$ cat config.mk
export PLATFORM = sky130hd
export DESIGN_NAME = sd_clk_gen
export DESIGN_NICKNAME = d
export VERILOG_FILES = /design/src/rtl/sd_pkg.sv /design/src/rtl/sd_clk_gen.sv
export SDC_FILE = /design/constraint.sdc
export NUM_CORES = 1
export LEC_CHECK = 0
export CORE_ASPECT_RATIO = 1.75
export CORE_MARGIN = 10
export CORE_UTILIZATION = 50
export DETAILED_ROUTE_END_ITERATION = 7
export DONT_BUFFER_PORTS = 1
export SYNTH_ARGS = -nofsm -noshare
export SYNTH_HDL_FRONTEND = slang
export SYNTH_SLANG_ARGS = --single-unit
$ cat constraint.sdc
create_clock -name clkin -period 5 [get_ports clkin]
set_input_delay 0 -clock clkin [delete_from_list [all_inputs] [get_ports clkin]]
set_output_delay 0 -clock clkin [all_outputs]
set_load 0.1 [all_outputs]
$ cat src/rtl/sd_pkg.sv
// rtl/sd_pkg.sv - shared SD clocking types and divider constants
package sd_pkg;

  typedef enum logic [1:0] {
    SD_IDLE = 2'd0,
    SD_HIGH = 2'd1,
    SD_LOW  = 2'd2
  } sd_state_e;

  localparam int SD_INIT_CLKS = 80;
  // sd_clk period = 2*(div+1) clkin cycles from a ~50 MHz source
  localparam int SD_DIV_ID    = 62;
  localparam int SD_DIV_DS    = 0;

endpackage

$ cat src/rtl/sd_clk_gen.sv
// rtl/sd_clk_gen.sv - glitch-free programmable SD clock divider with init burst
module sd_clk_gen
  import sd_pkg::*;
#(
  parameter int DIV_W     = 8,
  parameter int INIT_DIV  = SD_DIV_ID,
  parameter int INIT_CLKS = SD_INIT_CLKS
) (
  input  logic             clkin,
  input  logic             resetn,
  input  logic             en_i,
  input  logic             burst_i,
  input  logic [DIV_W-1:0] div_i,
  input  logic             div_load_i,
  output logic             div_busy_o,
  output logic [DIV_W-1:0] cur_div_o,
  output logic             sd_clk_o,
  output logic             rise_stb_o,
  output logic             fall_stb_o,
  output logic             running_o,
  output logic             burst_done_o
);

  localparam int BCW = $clog2(INIT_CLKS + 1);
  localparam logic [DIV_W-1:0] DIV_RST  = DIV_W'(INIT_DIV);
  localparam logic [BCW-1:0]   BURST_LD = BCW'(INIT_CLKS);

  sd_state_e        state;
  logic [DIV_W-1:0] cnt;
  logic [DIV_W-1:0] pend_div;
  logic [DIV_W-1:0] eff_div;
  logic [DIV_W-1:0] next_div;
  logic [BCW-1:0]   burst_cnt;
  logic             burst_act;
  logic             run;
  logic             apply_div;
  logic             boundary;

  assign run       = en_i | (burst_cnt != '0);
  assign eff_div   = div_load_i ? div_i : pend_div;
  assign apply_div = div_busy_o | div_load_i;
  assign next_div  = apply_div ? eff_div : cur_div_o;
  assign boundary  = (state == SD_LOW) && (cnt == '0);

  // Divider changes only land in IDLE or at the end of a low phase, so no runt pulses.
  always_ff @(posedge clkin or negedge resetn) begin
    if (!resetn) begin
      state      <= SD_IDLE;
      cnt        <= '0;
      pend_div   <= DIV_RST;
      cur_div_o  <= DIV_RST;
      div_busy_o <= 1'b0;
      sd_clk_o   <= 1'b0;
      rise_stb_o <= 1'b0;
      fall_stb_o <= 1'b0;
      running_o  <= 1'b0;
    end else begin
      rise_stb_o <= 1'b0;
      fall_stb_o <= 1'b0;
      if (div_load_i) begin
        pend_div   <= div_i;
        div_busy_o <= 1'b1;
      end
      case (state)
        SD_IDLE: begin
          sd_clk_o <= 1'b0;
          if (apply_div) begin
            cur_div_o  <= eff_div;
            div_busy_o <= 1'b0;
          end
          if (run) begin
            sd_clk_o   <= 1'b1;
            rise_stb_o <= 1'b1;
            cnt        <= next_div;
            state      <= SD_HIGH;
            running_o  <= 1'b1;
          end
        end
        SD_HIGH: begin
          if (cnt == '0) begin
            sd_clk_o   <= 1'b0;
            fall_stb_o <= 1'b1;
            cnt        <= cur_div_o;
            state      <= SD_LOW;
          end else begin
            cnt <= cnt - DIV_W'(1);
          end
        end
        SD_LOW: begin
          if (cnt == '0) begin
            if (apply_div) begin
              cur_div_o  <= eff_div;
              div_busy_o <= 1'b0;
            end
            if (run) begin
              sd_clk_o   <= 1'b1;
              rise_stb_o <= 1'b1;
              cnt        <= next_div;
              state      <= SD_HIGH;
            end else begin
              state     <= SD_IDLE;
              running_o <= 1'b0;
            end
          end else begin
            cnt <= cnt - DIV_W'(1);
          end
        end
        default: begin
          state     <= SD_IDLE;
          sd_clk_o  <= 1'b0;
          running_o <= 1'b0;
        end
      endcase
    end
  end

  // A burst counts registered rise strobes; a new load outranks a coincident rise.
  always_ff @(posedge clkin or negedge resetn) begin
    if (!resetn) begin
      burst_cnt    <= '0;
      burst_act    <= 1'b0;
      burst_done_o <= 1'b0;
    end else begin
      burst_done_o <= 1'b0;
      if (boundary && burst_act && (burst_cnt == '0)) begin
        burst_done_o <= 1'b1;
        burst_act    <= 1'b0;
      end
      if (burst_i && (burst_cnt == '0)) begin
        burst_cnt <= BURST_LD;
        burst_act <= 1'b1;
      end else if (rise_stb_o && (burst_cnt != '0)) begin
        burst_cnt <= burst_cnt - BCW'(1);
      end
    end
  end

endmodule

# Word level (Yosys, flattened, before mapping)
# Cells that the tools add are included.
[totals]
regBits = 40
input_bits = 13
output_inout_bits = 14
word_cells = 75
[op_classes]
n_addsub = 2
n_eq_ne = 7
mux = 34
bitwise_logic = 3
n_reduce_logical = 17
[ops]
columns = ["op", "n"]
rows = [
  ["8-bit 2-to-1 mux", 6],
  ["8-bit one-hot mux with 3 select lines", 1],
  ["1-bit 2-to-1 mux", 16],
  ["8-bit one-hot mux with 2 select lines", 1],
  ["7-bit 2-to-1 mux", 2],
  ["8-bit logical NOT", 1],
  ["2-bit != test, second input constant", 4],
  ["8-bit by 1-bit subtractor with 8-bit output, second input constant", 1],
  ["7-bit logical NOT", 1],
  ["7-bit nonzero test", 1],
  ["7-bit by 1-bit subtractor with 7-bit output, second input constant", 1],
  ["2-bit 2-to-1 mux", 3],
  ["1-bit one-hot mux with 3 select lines", 2],
  ["2-bit one-hot mux with 3 select lines", 1],
  ["3-bit AND reduction", 2],
  ["2-bit nonzero test", 3],
  ["1-bit logical AND", 5],
  ["1-bit one-hot mux with 2 select lines", 2],
  ["4-bit AND reduction", 1],
  ["3-bit nonzero test", 1],
  ["2-bit by 1-bit == test with 1-bit output, second input constant", 1],
  ["2-bit == test, second input constant", 1],
  ["2-bit logical NOT", 1],
  ["2-bit by 1-bit != test with 1-bit output, second input constant", 1],
  ["other kinds (3)", 4],
]

# Depth between registers and ports, before layout
# Gate-level depths: netlist of the first run.
[depth]
word_depth = 6
ltp_mapped = 8
ltp_nobuf = 7

# Least setup slack after synthesis of the first run
# Ideal clock, no wire load.
[synth_path]
path_kind = "reg2reg"
from = "register burst_cnt[3]"
to = "register cnt[5]"
setup_time_ps = 126
arrival_ps = 2029
required_ps = 4874
slack_ps = 2845
path_stages_with_launch = 7
n_path_buf = 1
period_less_slack_ps = 2155
cell_sequence = "dfrtp_1 > or4_1 > buf_2 > or3b_4 > o221ai_4 > nor2_1 > a221o_1"
[synth_between]
elab_chain_len = 5
[synth_lines]
columns = ["element", "line", "source"]
rows = [
  ["from (decl)", "sd_clk_gen.sv:33", "logic [BCW-1:0] burst_cnt;"],
  ["from (signal assigned)", "sd_clk_gen.sv:133", "burst_cnt <= burst_cnt - BCW'(1);"],
  ["7-bit nonzero test *", "sd_clk_gen.sv:39", "assign run = en_i | (burst_cnt != '0);"],
  ["1-bit bitwise OR *", "sd_clk_gen.sv:39", ""],
  ["8-bit 2-to-1 mux *", "n/a", ""],
  ["8-bit 2-to-1 mux", "n/a", ""],
  ["8-bit one-hot mux with 3 select lines *", "n/a", ""],
  ["to (signal assigned)", "sd_clk_gen.sv:74", "cnt <= next_div;"],
  ["to (signal assigned)", "sd_clk_gen.sv:83", "cnt <= cur_div_o;"],
  ["to (signal assigned)", "sd_clk_gen.sv:86", "cnt <= cnt - DIV_W'(1);"],
  ["to (decl)", "sd_clk_gen.sv:29", "logic [DIV_W-1:0] cnt;"],
]
# Mark *: on every way between the ends. The rest lies on a longest branch, timed or not.
# A chain may end at the register's enable or synchronous reset.

# Worst setup path after layout of the first run
[layout_path]
from = "register cnt[3]"
to = "register cnt[5]"
[layout_between]
elab_chain_len = 3
elab_cells_between_ends = 5
cone_classes = "add/sub (1); mux (3); reduce/logical (1)"
[layout_lines]
columns = ["element", "line", "source"]
rows = [
  ["8-bit by 1-bit subtractor with 8-bit output or 8-bit logical NOT (tied branches)", "n/a", ""],
  ["8-bit 2-to-1 mux (on tied branches)", "sd_clk_gen.sv:90, sd_clk_gen.sv:80", ""],
  ["8-bit one-hot mux with 3 select lines *", "sd_clk_gen.sv:64", "case (state)"],
]
# Marked as above.

==> results.txt, run 1 <==
----------------------------------------------------
[STA]
  Final sum of negative setup slack ... 0 ns
  Max-slew violation total from the final report ... 0
  Hold violation count in the final report ... 0
  Final setup violation count ... 0
  Setup clock skew after layout ... ~0.0068 ns
  Achievable clock frequency ... roughly 420 MHz
  Pin slew with the least headroom to its limit ... between 1 and 1.5 ns
  Smallest hold slack ... about 0.12 ns
  Share of the clock period used by the worst path ... roughly 48%
  Smallest setup slack after layout ... ~2.6 ns
  Worst slew slack as a fraction of its limit ... 29.5%
  Final period demand of the worst path ... roughly 2.4 ns
  RSZ-0062 raised after global routing ... no

[Critical path]
  CP max FO ... 11
  Slowest cell on the critical path ... or4_1
  Crit path required time ... a little over 5 ns
  Kind of critical path ... reg2reg
  Slowest Stage Delay on Critical Path ... roughly 0.69 ns
  Critical path depth ... 4
  List of cells traversed by the critical path ... or4_1 -> o32a_1 -> a22o_1 -> a221o_1
  Setup slack on the worst flop-to-flop path ... 2.61 ns
  Critical Path End Type ... register
  R2R Path End ... cnt[5]$_DFFE_PN0P_
  Critical path arrival ... 2.56 ns
  Number of cell instances on the worst register-to-register path ... 4
  Worst flop-to-flop path startpoint ... cnt[3]$_DFFE_PN0P_
  Cell family with most CP delay ... compound AO/OA/AOI/OAI gates
  Number of buffer and inverter stages on the critical path ... 0
  Startpoint type of the worst setup path ... register
  Critical Path Sink ... cnt[5]$_DFFE_PN0P_
  Critical path origin ... cnt[3]$_DFFE_PN0P_

[Pwr]
  Leakage power total ... about 1.2 nW
  Total Power Consumption ... between 0.0006 and 0.0007 W
  Net Sw Frac ... around 20%
  Total net switching power ... around 0.00013 W
  Total internal power ... between 0.0005 and 0.0006 W
  Fraction of power consumed by combinational cells ... about 6.7%
  Fraction of power consumed by the clock network ... between 40% and 50%
  Proportion of power drawn by flip-flops and latches ... about 53%
  PD cells ... about 260 mW/mm²
  IR Drop Worst-Case VDD ... between 0.2 and 0.3 mV

[Detailed routing]
  Drt total wl ... 4880 µm
  Vias per Instance ... approximately 5.7
  Count of antenna-violating nets left after detailed routing ... 0
  Iter 0 DRT Violations ... 57
  Number of design rule violations left after detail routing ... 0
  1st-pass router iterations ... 4
  Vias post-DR ... around 1500
  DR WL/cell ... about 18 µm

[Global routing]
  GRT Residual Overflow ... 0
  Pin count of the biggest net entering global routing ... 41
  First-pass GRT wire length ... 8050 µm
  Number of global-route vias before repair ... roughly 1700
  Combined global-route utilization of all metal layers ... a little over an eighth
  Antenna violations before repair ... 0

[Final layout]
  Proportion of layout cells with a drive suffix above 1 ... between 10% and 20%
  Sequential Area ... a little over 0.001 mm²
  Total Nets Final ... between 200 and 250
  Synthesis-to-layout area growth ... 16.7%
  Area of all placed cells without fillers ... between 0.002 and 0.0025 mm²
  Most common library cell in the layout ignoring fill and taps ... dfrtp_1
  Diodes inserted ... 0
  Area taken by multi-input logic gates ... about 0.0010 mm²
  Commonest cells after routing, fill and taps aside ... dfrtp_1 (30), o21ai_0 (20), nand2_1 (19), dlygate4sd3_1 (19), inv_1 (14)
  Fill cell total of the finished layout ... between 300 and 400

[Synth]
  Post-synthesis cell type count ... roughly 40
  Post-Synthesis Net Count ... 220
  Synth warnings ... 0
  Synthesized cell area ... around 0.0021 mm²
  Sequential-to-total area share from yosys stat ... between 40% and 50%
  Number of standard cells after synthesis ... 200
  Register bit count reported by yosys ... 40
  Post-synthesis area per instance ... roughly 11 µm²

[Run]
  Maximum capacitance violations ... 0

[CTS]
  # resized after CTS ... 0
  Depth of the CTS H-tree ... 2
  Clock sink count ... 40
  Cell at the root of the clock tree ... clkbuf_8
  Maximum buffer depth of the clock tree ... 2
  Clock tree from TritonCTS ... built
  Inserted Clock Buffers ... 5
  # Post-CTS Setup Buffers ... 0
  Later-pin clock latency in the skew report ... between 0.2 and 0.3 ns
  Clock slew seen by the registers of the worst setup and hold paths ... ~0.08 ns

[Worst hold path]
  Worst min-delay path category ... in2reg

[Floorplanning]
  Rows ... 31
  Initial core utilization ... 51.3%
  Die extent in x ... just under 70 µm
  Die span in y ... 106 µm
  Number of ports placed on the die boundary ... 27
  Die Area ... about 0.0073 mm²
  Core area ... just over 0.004 mm²

[Outcome]
  Status ... completed

[Placed design]
  Hpwl dp ... ~3500 µm
  Instance area after placement ... between 0.002 and 0.0025 mm²
  Number of buffer cells added on primary ports ... 0
  Post-Place Worst Slack ... about 2.6 ns
  GPL Wtd Cong ... approximately 0.83

----------------------------------------------------
logic make-up (layout without fill, tap and decap cells):
logic type | Yosys count | in the layout | synth area share, %
AOI/OAI and AO/OA | 58 | 58 | 19.2
and+or+nand+nor | 54 | 54 | 14.9
DFF | 40 | 40 | 48.1
buffers and inverters | 20 | 42 | 3.80
muxes | 14 | 14 | 7.00
adders and majority gates | 7 | 7 | 4.15
xor gates and xnor gates | 7 | 7 | 2.91
per-stage QoR:
step / utilization, % / cells
after CTS: 59.8 / 271
after detailed placement: 52.1 / 243
final: 59.8 / 271
after global placement: 52.1 / 243
after floorplan: - / 200
after global routing: 59.8 / 271
how the worst min path moves through the flow:
stage                           from                        to  cells after the start
after floorplan               resetn     burst_act$_DFFE_PN0P_                      0
after global placement        resetn     running_o$_DFFE_PN0P_                      0
after detailed placement      resetn      sd_clk_o$_DFFE_PN0P_                      0
after CTS                 div_load_i  cur_div_o[5]$_DFFE_PN1P_                      4
after global routing      div_load_i  cur_div_o[4]$_DFFE_PN1P_                      3
final                     div_load_i  cur_div_o[0]$_DFFE_PN0P_                      3
repair_timing:
action                                  CTS  global route
hold endpoints to repair                 54             0
hold buffers                             20             0
endpoints found under the setup margin    0             0
sequential cells by signal (all words and copies together), names as in the netlist:
signal        cells
sd_clk_o          1
burst_cnt         7
burst_done_o      1
fall_stb_o        1
burst_act         1
cur_div_o         8
div_busy_o        1
state             2
running_o         1
cnt               8
pend_div          8
rise_stb_o        1
cell usage after synthesis, drive strengths merged:
cell	instances	area, µm²
clkbuf	2	7.51
inv	14	52.6
nand2	19	71.3
mux2i	8	80.1
a22o	3	26.3
o221ai	1	26.3
o21ai	20	100
nand3	2	10.0
a21o	6	46.3
a211o	1	8.76
a22oi	6	45.0
or3b	1	11.3
o41a	1	11.3
or2	1	6.26
nor4bb	1	10.0
dfrtp	30	751
nand2b	1	6.26
o31ai	2	15.0
a221o	2	20.0
o22ai	6	37.5
nor3	6	30.0
mux2	6	67.6
o311ai	1	8.76
ha	7	87.6
nor2	11	41.3
dfstp	10	263
or3	1	6.26
nor4	4	55.1
xnor2	2	17.5
o31a	1	8.76
o32a	2	20.0
and3	1	6.26
or4	2	15.0
buf	4	20.0
nor4b	1	23.8
a21oi	6	30.0
xor2	5	43.8
nor3b	2	15.0
and2	1	6.26
per-layer routing:
| metal | vias up | wire length (µm) | global-route usage (%) |
|---|---|---|---|
| li1 | 764 | - | - |
| met1 | 743 | 1840 | 12.8 |
| met2 | 33 | 2760 | 25.7 |
| met3 | 6 | 223 | 3.82 |
| met4 | 0 | 61 | 4.05 |
| met5 | - | 0 | 0 |
worst min-delay path, delay by kind of cell:
family          cells  cell delay [ns]
compound gates      1             0.15
mux                 2             0.22
power groups by stage:
stage / Clock (W) / Combinational [W] / Sequential, W
after floorplan: 0 / 0.0000159 / 0.000341
after global placement: 0 / 0.0000168 / 0.000341
after detailed placement: 0 / 0.0000172 / 0.000341
after CTS: 0.000268 / 0.0000425 / 0.000335
after global routing: 0.000280 / 0.0000475 / 0.000336
final: 0.000257 / 0.0000425 / 0.000336
cell type report:
class / instances / share of cell area [%]
Tap cell: 49 / 2.49
Clock inverter: 2 / 1.42
Inverter: 14 / 2.14
Multi-Input combinational cell: 140 / 41.3
Timing Repair Buffer: 20 / 8.55
Clock buffer: 6 / 2.95
Sequential cell: 40 / 41.2
No activity file was read; power rests on OpenSTA's default activity.
==> run 2: changes to the inputs <==
Settings changed: PLACE_DENSITY from default to 0.68.
Clock period 5 ns to 2 ns, I/O delays scaled along.
==> run 2 against run 1 <==
Effect of this change: critical path depth increased by 1; the flow now finishes with violations (negative setup slack); non-clock buffer count increased by 41; critical path type unchanged; clock skew decreased by 0.0025 ns; sequential share of layout area decreased by 5.0 points; first-iteration DRC count increased by 42%; via count increased by 18%; highest routed layer unchanged; global-route usage increased by 1.9 points; maximum frequency increased by 12%; final area increased by 14%.
==> results.txt, run 2 (synthesized netlist as in run 1, its figures left out) <==
----------------------------------------------------
[Outcome]
  Status ... finished, violations left
  Violated checks ... negative setup slack

[STA]
  Pin slew with the least headroom to its limit ... 0.888 ns (-0.169 ns)
  Final sum of negative setup slack ... -0.597 ns (-0.597 ns)
  Setup clock skew after layout ... 0.00433 ns (-0.00245 ns)
  Hold violation count in the final report ... 0 (unchanged)
  Worst slew slack as a fraction of its limit ... 40.8% (+11 points)
  Smallest hold slack ... 0.120 ns (-0.00330 ns)
  Smallest setup slack after layout ... -0.125 ns (-2.74 ns)
  Achievable clock frequency ... 471 MHz (+12%)
  Final period demand of the worst path ... 2.12 ns (-0.262 ns)
  Max-slew violation total from the final report ... 0 (unchanged)
  Share of the clock period used by the worst path ... 106% (+58 points)
  RSZ-0062 raised after global routing ... yes
  Final setup violation count ... 9 (+9)

[Critical path]
  Cell family with most CP delay ... simple AND/OR/NAND/NOR gates
  Startpoint type of the worst setup path ... register
  List of cells traversed by the critical path ... or4_4 -> or3b_4 -> o221ai_4 -> nor2_1 -> a221o_1
  Crit path required time ... 2.17 ns (-3.00 ns)
  Critical Path End Type ... register
  Slowest cell on the critical path ... or4_4
  Critical path arrival ... 2.30 ns (-0.26 ns)
  CP max FO ... 8 (-3)
  Number of buffer and inverter stages on the critical path ... 0 (unchanged)
  Slowest Stage Delay on Critical Path ... 0.53 ns (-0.16 ns)
  Kind of critical path ... reg2reg

[Global routing]
  Antenna violations before repair ... 0 (unchanged)
  First-pass GRT wire length ... 9310 µm (+16%)
  GRT Residual Overflow ... 0 (unchanged)
  Combined global-route utilization of all metal layers ... 15.1% (+1.9 points)
  Pin count of the biggest net entering global routing ... 41 (unchanged)
  Number of global-route vias before repair ... 1969 (+18%)

[Detailed routing]
  1st-pass router iterations ... 4 (unchanged)
  Vias post-DR ... 1822 (+18%)
  Drt total wl ... 5520 µm (+13%)
  DR WL/cell ... 17.7 µm (-1.7%)
  Iter 0 DRT Violations ... 81 (+42%)
  Number of design rule violations left after detail routing ... 0 (unchanged)
  Vias per Instance ... 5.84 (+2.4%)
  Count of antenna-violating nets left after detailed routing ... 0 (unchanged)

[Final layout]
  Commonest cells after routing, fill and taps aside ... buf_4 (39), dfrtp_1 (29), dlygate4sd3_1 (19), o21ai_0 (17), nand2_1 (17)
  Area taken by multi-input logic gates ... 0.00107 mm² (+5.5%)
  Most common library cell in the layout ignoring fill and taps ... buf_4
  Synthesis-to-layout area growth ... 33.1%
  Non-Filler Instances ... 312 (+15%)
  Sequential Area ... 0.00101 mm² (+0.12%)
  Biggest registers after layout ... cnt x8, cur_div_o x8, pend_div x8
  Proportion of layout cells with a drive suffix above 1 ... 31.2% (+17 points)
  Total Nets Final ... 282 (+17%)
  Fill cell total of the finished layout ... 334 (-5.9%)
  Final design utilization ... 68.3% (+8.4 points)
  Diodes inserted ... 0 (unchanged)

[CTS]
  Clock tree from TritonCTS ... built
  Depth of the CTS H-tree ... 2 (unchanged)
  Clock slew seen by the registers of the worst setup and hold paths ... 0.08 ns (about the same)
  Inserted Clock Buffers ... 5 (unchanged)
  Maximum buffer depth of the clock tree ... 2 (unchanged)
  Cell at the root of the clock tree ... clkbuf_8
  Clock sink count ... 40 (unchanged)
  Later-pin clock latency in the skew report ... 0.29 ns (about the same)

[Pwr]
  Total internal power ... 0.00114 W (+130%)
  Proportion of power drawn by flip-flops and latches ... 57.1% (+4.3 points)
  Net Sw Frac ... 22.3% (+1.8 points)
  Total net switching power ... 0.000327 W (+150%)
  Fraction of power consumed by the clock network ... 35.2% (-5.3 points)
  Fraction of power consumed by combinational cells ... 7.7% (+1.0 points)
  IR Drop Worst-Case VDD ... 0.531 mV (+94%)
  Leakage power total ... 1.35 nW (+17%)
  PD cells ... 523 mW/mm² (+100%)

[Floorplanning]
  Rows ... 31 (unchanged)
  Core area ... 0.00411 mm² (unchanged)
  Die extent in x ... 69.1 µm (unchanged)
  Die Area ... 0.00732 mm² (unchanged)
  Number of ports placed on the die boundary ... 27 (unchanged)
  Die span in y ... 106 µm (unchanged)
  Initial core utilization ... 51.3% (unchanged)

[Worst hold path]
  Worst min-delay path category ... in2reg

[Placed design]
  Count of placed standard cells including taps ... 281 (+16%)
  Hpwl dp ... 3960 µm (+13%)
  GPL Wtd Cong ... 0.948 (+14%)
  Number of buffer cells added on primary ports ... 0 (unchanged)

[Run]
  Maximum capacitance violations ... 0 (unchanged)

----------------------------------------------------
run 2: layout make-up:
cell class                 instances  area share (%)
clock buffer                       7            2.72
clock inverter                     1           0.178
inverter                          14            1.87
multi-input combinational        140            38.2
sequential                        40            36.2
tap                               49            2.18
timing repair buffer              61            18.7
run 2: path summary, 6_finish.rpt:
check | startpoint | endpoint | slack, ns | depth (start not counted)
min | div_load_i | cur_div_o[5]$_DFFE_PN1P_ | 0.12 | 4
max in group asynchronous | resetn | cur_div_o[3]$_DFFE_PN1P_ | 1.54 | 2
min reg2reg | burst_act$_DFFE_PN0P_ | burst_act$_DFFE_PN0P_ | 0.50 | 1
max | burst_cnt[3]$_DFFE_PN0P_ | cnt[6]$_DFFE_PN0P_ | -0.12 | 5
max reg2reg | burst_cnt[3]$_DFFE_PN0P_ | cnt[6]$_DFFE_PN0P_ | -0.12 | 5
min in group asynchronous | resetn | cnt[6]$_DFFE_PN0P_ | 0.19 | 2
run 2: timing repair:
| item | in CTS | in global routing |
|---|---|---|
| gates resized for setup | 5 | 12 |
| buffers inserted | 3 | 1 |
| pin swaps | 9 | 5 |
| hold endpoints to repair | 52 | 0 |
| hold buffers | 20 | 0 |
| endpoints found under the setup margin | 22 | 26 |
run 2: metrics by stage:
step	power (W)	instance area, µm²	setup slack (ns)
6_report	0.00147	2810	-0.125
5_1_grt	0.00154	2810	-0.175
3_3_place_gp	0.000899	2430	-0.0737
4_1_cts	0.00148	2770	-0.134
3_5_place_dp	0.000902	2430	-0.160
2_1_floorplan	0.000891	2110	-0.155
run 2: layer usage:
layer  global-route usage (%)  routed length (µm)
met5                        0                   0
met4                     7.08                 128
met3                     3.17                 109
met2                     28.9                3190
met1                     14.9                2100
run 2: worst register-to-register path: cells and delay by family (launching register included):
kind | cells | cell delay (ns)
simple gates | 3 | 1.02
flops | 1 | 0.38
compound gates | 2 | 0.59
run 2: power by group through the flow:
stage	clock network, W	logic, W	registers (W)
2_1_floorplan	0	0.0000397	0.000852
3_3_place_gp	0	0.0000463	0.000852
3_5_place_dp	0	0.0000483	0.000853
4_1_cts	0.000531	0.000112	0.000838
5_1_grt	0.000571	0.000124	0.000840
6_report	0.000517	0.000113	0.000838
